==> src/rtl/button_pkg.sv <==
// Shared types and defaults for the push-button conditioner.
package button_pkg;

  typedef enum logic [1:0] {
    RELEASED    = 2'd0,
    PRESS_CHK   = 2'd1,
    PRESSED     = 2'd2,
    RELEASE_CHK = 2'd3
  } btn_state_t;

  localparam int DEF_SYNC_STAGES     = 2;
  localparam int DEF_DEBOUNCE_CYCLES = 1000;

  // Debounce counter width: never narrower than one bit.
  function automatic int cnt_width(input int cycles);
    return (cycles <= 2) ? 1 : $clog2(cycles);
  endfunction

endpackage

==> src/rtl/sync_chain.sv <==
// Multi-flop synchronizer bringing an asynchronous level into the clk domain.
module sync_chain #(
  parameter int STAGES = 2
) (
  input  logic clk,
  input  logic reset_n,
  input  logic d,
  output logic q
);

  logic [STAGES-1:0] sync_p;

  always_ff @(posedge clk or negedge reset_n) begin
    if (!reset_n) sync_p <= '0;
    else          sync_p <= {sync_p[STAGES-2:0], d};
  end

  assign q = sync_p[STAGES-1];

endmodule

==> src/rtl/button_conditioner.sv <==
// Synchronizes and debounces a raw push-button, producing a clean level,
// one-cycle press/release pulses and a toggle output.
module button_conditioner
  import button_pkg::*;
#(
  parameter int SYNC_STAGES     = DEF_SYNC_STAGES,
  parameter int DEBOUNCE_CYCLES = DEF_DEBOUNCE_CYCLES
) (
  input  logic clk,
  input  logic reset_n,
  input  logic btn_raw,
  output logic btn_level,
  output logic press_pulse,
  output logic release_pulse,
  output logic toggle_q,
  output logic busy
);

  localparam int CNT_W = cnt_width(DEBOUNCE_CYCLES);
  localparam logic [CNT_W-1:0] CNT_LAST = CNT_W'(DEBOUNCE_CYCLES - 1);

  if (SYNC_STAGES < 2) begin : g_bad_sync
    $error("button_conditioner: SYNC_STAGES must be >= 2");
  end
  if (DEBOUNCE_CYCLES < 1) begin : g_bad_deb
    $error("button_conditioner: DEBOUNCE_CYCLES must be >= 1");
  end

  logic             btn_sync;
  btn_state_t       state, state_nxt;
  logic [CNT_W-1:0] cnt, cnt_nxt;
  logic             press_nxt, release_nxt;

  sync_chain #(.STAGES(SYNC_STAGES)) u_sync (
    .clk     (clk),
    .reset_n (reset_n),
    .d       (btn_raw),
    .q       (btn_sync)
  );

  always_ff @(posedge clk or negedge reset_n) begin
    if (!reset_n) begin
      state         <= RELEASED;
      cnt           <= '0;
      press_pulse   <= 1'b0;
      release_pulse <= 1'b0;
      toggle_q      <= 1'b0;
    end else begin
      state         <= state_nxt;
      cnt           <= cnt_nxt;
      press_pulse   <= press_nxt;
      release_pulse <= release_nxt;
      toggle_q      <= toggle_q ^ press_nxt;
    end
  end

  // A check state returns to its stable origin on any opposing sample.
  always_comb begin
    state_nxt   = state;
    cnt_nxt     = cnt;
    press_nxt   = 1'b0;
    release_nxt = 1'b0;
    unique case (state)
      RELEASED: begin
        if (btn_sync) begin
          state_nxt = PRESS_CHK;
          cnt_nxt   = '0;
        end
      end
      PRESS_CHK: begin
        if (!btn_sync) begin
          state_nxt = RELEASED;
          cnt_nxt   = '0;
        end else if (cnt == CNT_LAST) begin
          state_nxt = PRESSED;
          cnt_nxt   = '0;
          press_nxt = 1'b1;
        end else begin
          cnt_nxt = cnt + 1'b1;
        end
      end
      PRESSED: begin
        if (!btn_sync) begin
          state_nxt = RELEASE_CHK;
          cnt_nxt   = '0;
        end
      end
      RELEASE_CHK: begin
        if (btn_sync) begin
          state_nxt = PRESSED;
          cnt_nxt   = '0;
        end else if (cnt == CNT_LAST) begin
          state_nxt   = RELEASED;
          cnt_nxt     = '0;
          release_nxt = 1'b1;
        end else begin
          cnt_nxt = cnt + 1'b1;
        end
      end
      default: begin
        state_nxt = RELEASED;
        cnt_nxt   = '0;
      end
    endcase
  end

  always_comb begin
    btn_level = (state == PRESSED) || (state == RELEASE_CHK);
    busy      = (state == PRESS_CHK) || (state == RELEASE_CHK);
  end

endmodule

==> config.mk <==
export PLATFORM = sky130hd
export DESIGN_NAME = button_conditioner
export DESIGN_NICKNAME = d
export VERILOG_FILES = /design/src/rtl/button_pkg.sv /design/src/rtl/sync_chain.sv /design/src/rtl/button_conditioner.sv
export SDC_FILE = /design/constraint.sdc
export NUM_CORES = 1
export LEC_CHECK = 0
export ABC_AREA = 0
export CAP_MARGIN = 20
export CORE_MARGIN = 5
export CORE_UTILIZATION = 58
export CTS_BUF_LIST = sky130_fd_sc_hd__clkbuf_16
export DETAILED_ROUTE_END_ITERATION = 8
export GPL_TIMING_DRIVEN = 0
export PLACE_DENSITY = 0.8
export SYNTH_ARGS = -nofsm -noshare
export SYNTH_HDL_FRONTEND = slang
export SYNTH_SLANG_ARGS = --single-unit
==> constraint.sdc <==
create_clock -name clk -period 4.2 [get_ports clk]
set_clock_uncertainty 0.15 [all_clocks]
set_input_delay 0.42 -clock clk [delete_from_list [all_inputs] [get_ports clk]]
set_output_delay 0.42 -clock clk [all_outputs]
set_load 0.05 [all_outputs]
=== Word level (Yosys, flattened, before mapping) ===
Index checks and enable logic that the tools add are counted.

* Bits in registers: 17
* Logic and storage cells: 39
* Bits of input ports: 3
* Output and inout port bits: 5

* Add/subtract/negate cells: 1
* Reduce and logical (&&, ||, !) cells: 5
* Muxes and demuxes: 18
* Equality and inequality tests: 8
* Bitwise operators: 1

{| class="wikitable"
|+ Operators by type and width
! cell !! number
|-
| 2-to-1 mux 10 bit || 5
|-
| one-hot mux 10 bit (4 select lines) || 1
|-
| 2-to-1 mux 2 bit || 6
|-
| adder 10 x 1 -> 10 bit (second input constant) || 1
|-
| == test 10 bit (second input constant) || 1
|-
| one-hot mux 2 bit (4 select lines) || 1
|-
| 2-to-1 mux 1 bit || 5
|-
| == test 2 bit (second input constant) || 2
|-
| AND reduction 4 bit || 1
|-
| != test 3 x 2 -> 1 bit (second input constant) || 1
|-
| != test 3 bit (second input constant) || 1
|-
| == test 2 x 1 -> 1 bit (second input constant) || 1
|-
| logical NOT 2 bit || 1
|-
| logical OR 1 bit || 2
|-
| != test 2 x 1 -> 1 bit (second input constant) || 1
|-
| != test 2 bit (second input constant) || 1
|-
| AND reduction 2 bit || 1
|-
| XOR 1 bit || 1
|}

=== Longest topological paths before layout ===
Gate-level depths: netlist of run 1.

* Depth in word-level cells: 5
* Depth in mapped cells: 5
* Gate-level depth less buffers: 5

=== By module ===
Synthesis of run 1 repeated with hierarchy kept, for this count alone.

* Cell total of the unflattened synthesis: 84
* Area total of the unflattened synthesis: 829.5 µm²

{| class="wikitable"
|+ By module, submodules not included
! module !! cells each !! area each (µm²) !! sequential area each (µm²) !! instances
|-
| button_conditioner || 82 || 779.5 || 375.4 || 1
|-
| sync_chain || 2 || 50.0 || 50.0 || 1
|}

=== Least setup slack after synthesis of run 1 ===
No wires, ideal clock.

* Path kind: register -> register
* Start point: reg cnt[0]
* End point: reg with a tool-made name
* Buffers on the path: 0
* Clock period less this slack: 1.648 ns
* Arrival time: 1.371 ns
* Setup slack: 2.552 ns
* Required time: 3.922 ns
* Setup time: 0.128 ns
* Stages on the path, launching flop included: 6
* Path through: dfrtp_1 > ha_1 > nand4b_1 > nor3_4 > nand2_1 > mux2_1

{| class="wikitable"
|+ RTL lines
! element !! RTL line !! source
|-
| start, declared || button_conditioner.sv:31 || <nowiki>logic [CNT_W-1:0] cnt, cnt_nxt;</nowiki>
|-
| start signal, assigned || button_conditioner.sv:50 || <nowiki>cnt <= cnt_nxt;</nowiki>
|}

==> flow_metrics.py, run 1 <==
metrics = {
    "critical_path": {
        "r2r-start": "cnt[0]",
        "startpoint_type": "flop",
        "slowest_stage": "clkdlybuf4s50_1",
        "worstPathRequired_ns": 3.63,
        "slowest_delay_ns": 0.80,
        "crit_chain": "clkbuf_1 -> clkdlybuf4s50_1",
        "critPathBufInv": 2,
        "path_delay_family": "buffers and inverters",
        "critPathArrivalTime_ns": 1.61,
        "worstSetupPathType": "reg2out",
        "cp_max_fo": 6,
        "critical_path.endpoint_type": "output pin",
    },
    "clock_tree": {
        "cts_buffer_depth": 2,
        "cts_buffers": 3,
        "cts_sinks": 17,
        "cts_root_buf": "clkbuf_16",
        "clkLatencyLatePin_ns": 0.24,
        "htreeDepth": 1,
        "post_cts_buffers": 0,
        "cts_tree": "built",
        "clkTransAtPathRegs_ns": 0.05,
        "cts.repair.resized": 0,
        "hold_buffers": 0,
    },
    "grt": {
        "grt_use_total_pct": 17.5,
        "antenna_found_initial": 0,
        "grt_pass1_wl_um": 2790,
        "overflow": 0,
        "first_global_vias": 626,
        "grt_max_degree": 18,
    },
    "power": {
        "power_frac_seq_pct": 45.5,
        "combPwrFrac_pct": 5.1,
        "power.share.clock_pct": 49.4,
        "p_switching_mw": 0.0747,
        "p_int_mw": 0.301,
        "p_per_area_mw_per_mm2": 374,
        "p_leak_nw": 0.442,
        "finalPower_mw": 0.376,
        "swShare_pct": 19.9,
        "ir_worst_vdd_v": 0.000296,
    },
    "drt": {
        "routed_wl_um": 1570,
        "drt_iter0_drc": 28,
        "wl_per_cell_um": 15.8,
        "dr.pass1.iters": 4,
        "ant_nets": 0,
        "drc": 0,
        "vias": 629,
        "via_per_inst": 6.35,
    },
    "logic_synthesis": {
        "synth_area_leaders": "dfrtp_1, xnor2_1, a311o_1",
        "yosysUniqueCellTypes": 38,
        "yosys.area.top_type": "dfrtp_1",
        "dominantRegCellSynth": "dfrtp_1",
        "ys_warn_count": 0,
        "synth_common_cells": "dfrtp_1, nand2_1",
        "ys_seq_area_share_pct": 50.8,
        "netlist_area_um2": 837,
        "async_flop_share_pct": 100,
        "post-synth-top-count-cell": "dfrtp_1",
        "synth_cells": 73,
        "synth_seq_cells": 17,
        "synth_top_area_share_pct": 50.8,
        "syn_area_per_cell_um2": 11.5,
        "synth_edf_count": 0,
        "synthesis.nets": 77,
    },
    "place": {
        "port_buffers": 7,
        "post_dp_cell_area_um2": 926,
        "dp.cells": 95,
        "dp_hpwl_um": 1060,
        "gp_congestion": 0.825,
    },
    "timing": {
        "tightestPinTransition_ns": 0.732,
        "hold_viol_final": 0,
        "maxSlewViolCount": 0,
        "min_period_ns": 2.18,
        "timing.final.setup_violations": 0,
        "final.setup.tns_ns": 0,
        "fin_crit_sh_pct": 51.9,
        "rsz0062_at_grt": "no",
        "max_freq_mhz": 459,
        "slew_headroom_pct": 51.1,
    },
    "die": {
        "die_height_um": 48.0,
        "die_width_um": 48.0,
        "initial_utilization_pct": 62.8,
        "core-area_mm2": 0.00133,
        "io_pins": 8,
        "die_area_mm2": 0.00230,
        "row_count": 13,
    },
    "layout": {
        "area_delta_synth_final_pct": 20.0,
        "utilization_pct": 75.3,
        "final_cell_area_mm2": 0.00100,
        "fillers": 87,
        "fin_cells": 99,
        "final_net_count": 89,
        "drive_gt1_share_pct": 15.5,
        "num_antenna_cells": 0,
    },
    "job": {
        "maxCapViolCount": 0,
    },
    "outcome": {
        "status": "finished clean",
    },
    "hold_path": {
        "hold_path_class": "reg2reg",
        "hp-start": "u_sync.sync_p[0]",
    },
}
logic make-up (layout without fill, tap and decap cells):
kind of cell    count (synthesis)  after routing  synth area share, %
xor+xnor                        4              4                 4.19
fa+ha+maj                       1              1                 1.49
buf+inv                         4             15                 2.69
simple gates                   29             29                 22.1
flops                          17             17                 50.8
mux                             2              2                 2.69
compound gates                 16             16                 16.0
metal layers:
layer	vias up	track usage [%]	routed length, um
met5	-	0	0
met4	0	10.2	21
met3	4	4.14	104
met2	24	25.6	709
met1	304	23.4	733
li1	297	-	-
worst reg2reg max path, stage by stage (launching register included):
cell	delay (ns)
dfrtp_1	0.38
ha_1	0.23
nand4b_1	0.19
nor3_4	0.32
nor2_2	0.14
a311o_1	0.33
power groups by stage:
stage,clock network (mW),registers (mW),logic (mW)
final,0.186,0.171,0.0191
after global routing,0.197,0.171,0.0216
after CTS,0.188,0.171,0.0197
after detailed placement,0,0.173,0.0195
after global placement,0,0.173,0.0192
after floorplan,0,0.173,0.0113
final cells by class:
cell class / count / area (um^2) / area share (%)
Buffer: 3 / 18.8 / 1.87
Multi-Input combinational cell: 52 / 389 / 38.7
Inverter: 1 / 3.75 / 0.374
Timing Repair Buffer: 7 / 70.1 / 6.97
Clock buffer: 3 / 75.1 / 7.47
Sequential cell: 17 / 425 / 42.3
Clock inverter: 1 / 3.75 / 0.374
Tap cell: 15 / 18.8 / 1.87
metrics by stage:
stage | hold WS [ns] | worst slack [ns]
floorplan | -0.0256 | 2.55
global placement | 0.188 | 2.32
detailed placement | 0.199 | 2.30
CTS | 0.210 | 2.02
global route | 0.235 | 1.97
finish | 0.207 | 2.02
cells in the final DEF (no fill, tap or decap), drive strengths merged, types with 3 or more instances in the layout:
cell type	synthesis	final
xnor2	3	3
clkbuf	2	5
nor2	4	4
nand3	3	3
dfrtp	17	17
clkdlybuf4s50	0	7
nor3	4	4
nand2	4	4
final timing paths:
path,endpoint,slack (ns),depth (start not counted)
setup reg to reg,cnt[6],2.33,5
hold reg to reg,u_sync.sync_p[1],0.21,0
max in group asynchronous,u_sync.sync_p[0],2.98,1
setup / recovery,btn_level,2.02,2
min in group asynchronous,state[0],0.46,1
hold / removal,u_sync.sync_p[1],0.21,0
registers in the layout, indices dropped and copies added, names as in the netlist, named ones only:
name,count
press_pulse,1
cnt,10
release_pulse,1
state,1
toggle_q,1
u_sync.sync_p,2
No activity file was read; power rests on OpenSTA's default activity.
==> inputs of run 2 (changes only) <==
CORE_UTILIZATION = 54   (was 58)
PLACE_DENSITY = 0.75   (was 0.8)
clock period = 2.21 ns   (was 4.2 ns; I/O delays follow)
==> flow_metrics.py, run 2 (synthesis results as in run 1) <==
metrics = {
    "die": {
        "die_width_um": 49.4,
        "io_pins": 8,
        "die_height_um": 49.4,
        "core-area_mm2": 0.00149,
        "die_area_mm2": 0.00244,
        "row_count": 14,
        "initial_utilization_pct": 56.2,
    },
    "grt": {
        "antenna_found_initial": 0,
        "grt_use_total_pct": 14.5,
        "first_global_vias": 626,
        "overflow": 0,
        "grt_pass1_wl_um": 2810,
        "grt_max_degree": 18,
    },
    "layout": {
        "final_common_cell": "dfrtp_1",
        "area_delta_synth_final_pct": 20.6,
        "largest_registers": "cnt x10, u_sync.sync_p x2",
        "final_net_count": 89,
        "num_antenna_cells": 0,
        "utilization_pct": 67.8,
        "layout_common_cells": "dfrtp_1, clkdlybuf4s50_1, nand2_1",
        "largest_register": "cnt",
        "fin_cells": 100,
        "largest_register_ffs": 10,
        "drive_gt1_share_pct": 16.7,
    },
    "timing": {
        "maxSlewViolCount": 0,
        "min_period_ns": 1.97,
        "final.setup.tns_ns": 0,
        "fin_crit_sh_pct": 89.0,
        "slew_headroom_pct": 50.3,
        "setup_ws_ns": 0.244,
        "tightestPinTransition_ns": 0.743,
        "timing.final.setup_violations": 0,
        "max_freq_mhz": 509,
        "hold_viol_final": 0,
        "rsz0062_at_grt": "no",
    },
    "clock_tree": {
        "cts.repair.resized": 0,
        "cts_root_buf": "clkbuf_16",
        "clkTransAtPathRegs_ns": 0.05,
        "hold_buffers": 0,
        "htreeDepth": 1,
        "clkLatencyLatePin_ns": 0.25,
        "cts_sinks": 17,
        "cts_buffer_depth": 2,
        "post_cts_buffers": 0,
        "cts_buffers": 3,
        "cts_tree": "built",
    },
    "place": {
        "port_buffers": 7,
        "dp.cells": 96,
        "gp_congestion": 0.812,
        "dp_hpwl_um": 1050,
        "pre_cts_ws_ns": 0.379,
    },
    "critical_path": {
        "worstPathRequired_ns": 1.84,
        "cp_max_fo": 6,
        "critical_path.endpoint_type": "output pin",
        "critPathArrivalTime_ns": 1.60,
        "startpoint_type": "flop",
        "worstSetupPathType": "reg2out",
        "r2r-start": "cnt[0]",
    },
    "job": {
        "maxCapViolCount": 0,
    },
    "power": {
        "p_per_area_mw_per_mm2": 719,
        "p_leak_nw": 0.437,
        "ir_worst_vdd_v": 0.000499,
    },
    "drt": {
        "via_per_inst": 6.21,
        "vias": 621,
        "drc": 0,
        "drt_iter0_drc": 26,
        "dr.pass1.iters": 4,
        "wl_per_cell_um": 15.5,
        "ant_nets": 0,
        "routed_wl_um": 1550,
    },
    "hold_path": {
        "hp-start": "u_sync.sync_p[0]",
        "hold_path_class": "reg2reg",
    },
    "outcome": {
        "status": "finished clean",
    },
}
## run 2: changes by cell type in the layout (fill, tap and decap cells not counted)
cell / change
inv_1: -1
clkinvlp_4: +1
## run 2: final timing paths
kind	to	slack (ns)	cells after the start
max in group asynchronous	cnt[8]	1.18	1
min reg2reg	u_sync.sync_p[1]	0.20	0
min in group asynchronous	toggle_q	0.26	1
max	btn_level	0.24	2
min	u_sync.sync_p[1]	0.20	0
max reg2reg	cnt[5]	0.33	5
## run 2: layer usage
layer | share of wire, % | vias to the layer above | track usage [%]
li1 | - | 297 | -
met2 | 45 | 19 | 21.0
met4 | 2.0 | 0 | 6.55
met3 | 5.2 | 5 | 3.06
met5 | 0 | - | 0
met1 | 48 | 300 | 20.4
## run 2: metrics by stage
| step | power, mW | cell area, um^2 | hold slack [ns] |
|---|---|---|---|
| 2_1_floorplan | 0.349 | 837 | -0.225 |
| 3_3_place_gp | 0.365 | 927 | 0.189 |
| 3_5_place_dp | 0.366 | 927 | 0.194 |
| 4_1_cts | 0.730 | 1010 | 0.206 |
| 5_1_grt | 0.755 | 1010 | 0.223 |
| 6_report | 0.726 | 1010 | 0.204 |
## run 2: where the power goes
| group | switching (mW) | total, mW | leakage (nW) | internal, mW |
|---|---|---|---|---|
| Sequential | 0.00637 | 0.324 | 0.229 | 0.318 |
| Combinational | 0.0228 | 0.0369 | 0.171 | 0.0141 |
| Clock | 0.122 | 0.366 | 0.0371 | 0.244 |
| Total | 0.151 | 0.726 | 0.437 | 0.576 |
## run 2: final cells by class
type / instances / area, um^2
plain buffers: 3 / 18.8
clock buffers: 3 / 75.1
clock inverters: 1 / 7.51
fillers: 104 / 479
inverters: 1 / 3.75
multi-input cells: 52 / 389
flip-flops and latches: 17 / 425
well taps: 16 / 20.0
repair buffers: 7 / 70.1
## run 2: worst max-delay path: stages, from the launching register on
cell             delay [ns]
dfrtp_1                0.43
clkbuf_1               0.11
clkdlybuf4s50_1        0.80
==> inputs of run 3 (changes only) <==
SKIP_CTS_REPAIR_TIMING = 1   (was unset)
==> results of run 3 <==
No change in the layout: final DEF, timing and power equal those of run 2.
